[config.mk]
export PLATFORM = sky130hd
export DESIGN_NAME = hazard_control_unit
export DESIGN_NICKNAME = d
export VERILOG_FILES = /design/src/rtl/hazard_control_unit.sv
export SDC_FILE = /design/constraint.sdc
export NUM_CORES = 1
export LEC_CHECK = 0
export ABC_CLOCK_PERIOD_IN_PS = 2029
export CAP_MARGIN = 20
export CORE_ASPECT_RATIO = 0.7
export CORE_MARGIN = 10
export CORE_UTILIZATION = 47
export CTS_CLUSTER_DIAMETER = 40
export CTS_CLUSTER_SIZE = 10
export DETAILED_ROUTE_END_ITERATION = 8
export PLACE_DENSITY_LB_ADDON = 0.25
export SLEW_MARGIN = 15
export SYNTH_ARGS = -nofsm -noshare
export SYNTH_HDL_FRONTEND = slang
export SYNTH_SLANG_ARGS = --single-unit
[constraint.sdc]
create_clock -name clock -period 2.03 [get_ports clock]
set_input_delay 0.406 -clock clock [delete_from_list [all_inputs] [get_ports clock]]
set_output_delay 0.406 -clock clock [all_outputs]
set_load 0.02 [all_outputs]
[src/rtl/hazard_control_unit.sv]
// ID-stage hazard controller: load-use bubbles, multi-cycle squash on taken
// control transfers, pipeline freeze on memory wait states, saturating perf counters.
module hazard_control_unit #(
  parameter int FLUSH_CYCLES = 1,
  parameter int CNT_WIDTH    = 16
) (
  input  logic                 clock,
  input  logic                 reset,
  input  logic                 idexMemRead,
  input  logic [4:0]           idexRt,
  input  logic [4:0]           ifidRs,
  input  logic [4:0]           ifidRt,
  input  logic                 branchTaken,
  input  logic                 jumpTaken,
  input  logic                 memBusy,
  output logic                 pcWrite,
  output logic                 ifidWrite,
  output logic                 ifidFlush,
  output logic                 ctrl,
  output logic                 ctrlDesvio,
  output logic                 freeze,
  output logic [CNT_WIDTH-1:0] stallCount,
  output logic [CNT_WIDTH-1:0] flushCount,
  output logic [1:0]           state
);

  typedef enum logic [1:0] {
    ST_RUN      = 2'd0,
    ST_FLUSH    = 2'd1,
    ST_MEM_WAIT = 2'd2
  } state_e;

  localparam logic [2:0]           FLUSH_LOAD = 3'(FLUSH_CYCLES - 1);
  localparam logic [CNT_WIDTH-1:0] CNT_MAX    = {CNT_WIDTH{1'b1}};
  localparam logic [CNT_WIDTH-1:0] CNT_ONE    = {{(CNT_WIDTH-1){1'b0}}, 1'b1};

  state_e                state_q, state_d;
  state_e                saved_q, saved_d;
  state_e                eff_state;
  logic [2:0]            rem_q, rem_d;
  logic [CNT_WIDTH-1:0]  stall_q, stall_d;
  logic [CNT_WIDTH-1:0]  flush_q, flush_d;
  logic                  load_use;

  function automatic logic load_use_hit(input logic       mem_read,
                                        input logic [4:0] ld_rt,
                                        input logic [4:0] src_rs,
                                        input logic [4:0] src_rt);
    load_use_hit = mem_read && (ld_rt != 5'd0) &&
                   ((ld_rt == src_rs) || (ld_rt == src_rt));
  endfunction

  assign load_use = load_use_hit(idexMemRead, idexRt, ifidRs, ifidRt);

  // After a memory wait, behave as the state that was interrupted.
  always_comb begin
    if (state_q == ST_MEM_WAIT) begin
      eff_state = saved_q;
    end else begin
      eff_state = state_q;
    end
  end

  always_comb begin
    pcWrite    = 1'b1;
    ifidWrite  = 1'b1;
    ifidFlush  = 1'b0;
    ctrl       = 1'b0;
    ctrlDesvio = 1'b0;
    freeze     = 1'b0;
    state_d    = ST_RUN;
    saved_d    = saved_q;
    rem_d      = rem_q;
    if (reset) begin
      pcWrite    = 1'b0;
      ifidWrite  = 1'b0;
      ifidFlush  = 1'b1;
      ctrlDesvio = 1'b1;
      state_d    = ST_RUN;
      saved_d    = ST_RUN;
      rem_d      = 3'd0;
    end else if (memBusy) begin
      pcWrite   = 1'b0;
      ifidWrite = 1'b0;
      freeze    = 1'b1;
      state_d   = ST_MEM_WAIT;
      saved_d   = eff_state;
    end else if (branchTaken || jumpTaken) begin
      ifidFlush  = 1'b1;
      ctrlDesvio = 1'b1;
      rem_d      = FLUSH_LOAD;
      if (FLUSH_LOAD != 3'd0) begin
        state_d = ST_FLUSH;
      end else begin
        state_d = ST_RUN;
      end
    end else begin
      case (eff_state)
        ST_FLUSH: begin
          ifidFlush  = 1'b1;
          ctrlDesvio = 1'b1;
          if (rem_q > 3'd1) begin
            rem_d   = rem_q - 3'd1;
            state_d = ST_FLUSH;
          end else begin
            rem_d   = 3'd0;
            state_d = ST_RUN;
          end
        end
        ST_RUN: begin
          state_d = ST_RUN;
          if (load_use) begin
            pcWrite   = 1'b0;
            ifidWrite = 1'b0;
            ctrl      = 1'b1;
          end else begin
            pcWrite   = 1'b1;
          end
        end
        default: begin
          state_d = ST_RUN;
          rem_d   = 3'd0;
        end
      endcase
    end
  end

  // Saturating performance counters; the reset cycle is never counted.
  always_comb begin
    stall_d = stall_q;
    flush_d = flush_q;
    if (reset) begin
      stall_d = {CNT_WIDTH{1'b0}};
      flush_d = {CNT_WIDTH{1'b0}};
    end else begin
      if ((ctrl || freeze) && (stall_q != CNT_MAX)) begin
        stall_d = stall_q + CNT_ONE;
      end else begin
        stall_d = stall_q;
      end
      if (ctrlDesvio && (flush_q != CNT_MAX)) begin
        flush_d = flush_q + CNT_ONE;
      end else begin
        flush_d = flush_q;
      end
    end
  end

  always_ff @(posedge clock) begin
    if (reset) begin
      state_q <= ST_RUN;
      saved_q <= ST_RUN;
      rem_q   <= 3'd0;
      stall_q <= {CNT_WIDTH{1'b0}};
      flush_q <= {CNT_WIDTH{1'b0}};
    end else begin
      state_q <= state_d;
      saved_q <= saved_d;
      rem_q   <= rem_d;
      stall_q <= stall_d;
      flush_q <= flush_d;
    end
  end

  assign stallCount = stall_q;
  assign flushCount = flush_q;
  assign state      = state_q;

endmodule

==> impl_results.md <==
* Cell taking the most area after synthesis: dfxtp_1
* Reg-to-reg slack, setup at 110 ps
* Wire length per cell at 15.2 um
* Setup TNS at 0 ps
* First-pass GRT wire length at 10000 um
* Final WS setup at 78.6 ps
* # DRC at 0
* Top Layer Used: met4
* Die Span Y at 75.5 um
* Final setup viols at 0
* Commonest cells after routing, fill and taps aside: 37 x dfxtp_1, 36 x clkdlybuf4s50_1, 36 x buf_4, 24 x nor2_1, 20 x a21oi_1
* Setup repair after global routing missed its margin: true
* Tcrit/Tclk final at 96.1%
* Worst Hold Class: flop to flop
* Die footprint at 7500 um^2
* H-tree Lvls at 2
* Pwr/cell area at 546 nW/um^2
* Die span in x at 99.3 um
* F_max at 512 MHz
* YS warnings at 0
* DP Worst Slack at -722 ps
* Vias in the first global route at 2085
* Tot GR Track Use at 16.4%
* Number of port buffers at 60
* Worst rel slew slack at 72.3%
* Synth Instances at 250
* DRT Wirelength at 6100 um
* Boundary Pins at 61
* Largest net degree at the start of global routing at 26
* Antenna-violating nets left at 0
* Global route overflow at 0
* Final hold vios at 0
* R2R depth at 7
* Metal3 WL at 450 um
* Layout area overhead at 50.6%
* Num Clock Sinks at 39
* Mapped Area at 2070 um^2
* Synth Area per Inst at 8.28 um^2
* Hpwl dp at 4290 um
* Area of the multi-input gates at 1280 um^2
* Post-synth EDFFs at 0
* Startpoint types: input pin
* Reg2reg start: saved_q[1]
* Slew @ Worst Pin at 416 ps
* Top cell type's share of synthesized area at 37.7%
* Most common cell after layout, fill and taps aside: dfxtp_1
* Status: completed
* Initial core utilization at 48.1%
* Required time of the worst setup path at 1620 ps
* FP Rows at 20
* Initial DRC Count at 149
* Core area at 4300 um^2
* Layout fillers at 348
* Worst clock skew at 11.1 ps
* Clock transition at path regs at 90 ps
* Max-Cap Viols at 0
* Final nets at 370
* Placer Congestion at 0.813
* Primary FF master, synth: dfxtp_1
* Share of cells above drive strength 1 at 21.4%
* Share of async-settable or async-resettable flops after synthesis at 0%
* Num CTS Buffers at 5
* Dpl cells at 389
* Cts-stage hold buffer count at 0
* Diodes inserted at 0
* Root Buffer Master: clkbuf_8
* Hold path cells at 2
* Setup crit end kind: output pin
* Min cycle time layout at 1950 ps
* DRT Pass-1 Iters at 4
* Post-synthesis sequential area ratio at 37.7%
* Hold Path Sink: rem_q[2]
* DR WL met2 at 2790 um
* Reg2reg end: stallCount[13]
* Peak VDD IR at 0.449 mV
* Reg area at 783 um^2
* DR vias at 2168
* WHS at 477 ps
* CTS tree: yes
* Leakage at 1.19 nW
* Clock Tree Buf Depth at 2
* Seq cells post-synth at 39
* Clock insertion delay at the later pin of the skew report at 310 ps
* Top post-synthesis cells by area: dfxtp_1 38%, xor2_1 5.5%, a21oi_1 4.8%, nor2_1 4.5%, nand3_1 4.4%
* Crit path kind: input pin to output pin
* Peak fanout along the critical path at 7
* CP arrival at 1550 ps
* Drt via density at 5.41
* Syn Nets at 275
* Unique masters post-synth at 43
* Layout Cells excl Fill at 401
* Met1 WL at 2800 um
* Initial antenna violation count at 0
* HP Start: rem_q[2]
* Max Slew Vio Count at 0
## flip-flops by register name, summed over array words and instances, names as in the netlist
name and cells:
flushCount 16, rem_q 3, saved_q 2, stallCount 16, state 2
## area by class of cell
cell class / instances / share of cell area, %
Clock buffer: 5 / 2.21
Clock inverter: 3 / 1.41
Inverter: 8 / 0.963
Multi-Input combinational cell: 194 / 41.0
Sequential cell: 39 / 25.1
Tap cell: 55 / 2.21
Timing Repair Buffer: 97 / 27.1
## power breakdown
part / switching (W) / total, W / internal, W
registers: 0.00000827 / 0.000782 / 0.000773
clock network: 0.000308 / 0.000675 / 0.000366
logic: 0.000124 / 0.000245 / 0.000121
## worst max path at each step
| stage | endpoint | slack (ps) | from | depth (start not counted) |
|---|---|---|---|---|
| 2_1_floorplan | pcWrite | 160 | state[1] | 6 |
| 3_3_place_gp | ctrl | -640 | idexRt[4] | 7 |
| 6_report | freeze | 80 | memBusy | 4 |
| 5_1_grt | stallCount[1] | -40 | stallCount[6] | 8 |
| 3_5_place_dp | ctrl | -720 | idexRt[4] | 7 |
| 4_1_cts | ifidWrite | 40 | idexRt[2] | 7 |
## cells by family after synthesis
group                      after synthesis  synth area share [%]
buffers and inverters                   18                  4.41
muxes                                    3                  1.57
DFF                                     39                  37.7
adders and majority gates                4                  2.42
xor gates and xnor gates                23                  9.73
AOI/OAI and AO/OA                       48                  14.0
and+or+nand+nor                        115                  30.1
## critical path, stage by stage
cell,delay (ps)
clkdlybuf4s15_1,430
inv_1,200
nor2_1,140
dlygate4sd2_1,360
## metrics by stage
step           power (W)  utilization (%)  cell area [um^2]
3_5_place_dp     0.00104             68.1              2930
4_1_cts          0.00171             71.8              3090
5_1_grt          0.00176             72.4              3120
2_1_floorplan   0.000909                -              2070
6_report         0.00170             72.4              3120
3_3_place_gp     0.00103             68.1              2930
## timing repair
action                     in CTS  in global routing
setup endpoints to repair      24                 24
buffers inserted                3                  0
resized for setup              48                 31
pin swaps                      19                 18
gates cloned                    1                  0
## per-layer routing
| layer | GRT usage (%) | vias up |
|---|---|---|
| met5 | 0 | - |
| met4 | 4.75 | 0 |
| met3 | 6.61 | 7 |
| met2 | 26.0 | 57 |
| met1 | 20.2 | 1013 |
| li1 | - | 1091 |
## Yosys cell counts, types with 2 or more instances
master    number
clkbuf_1       2
nand3_1       18
o21ai_0       12
or3_1          9
nor2_1        25
nor3_1         5
xnor2_1       10
inv_1          8
a21oi_1       20
o31ai_1        5
nor2b_1        2
and3_1        10
xor2_1        13
nand4_1       11
nand2_1       17
ha_1           4
buf_4          2
buf_6          2
buf_1          3
nand2b_1       2
a22oi_1        2
dfxtp_1       39
mux2_2         2
nand4b_1       2
or4_1          5
and2_1         3
No activity file was read; power rests on OpenSTA's default activity.
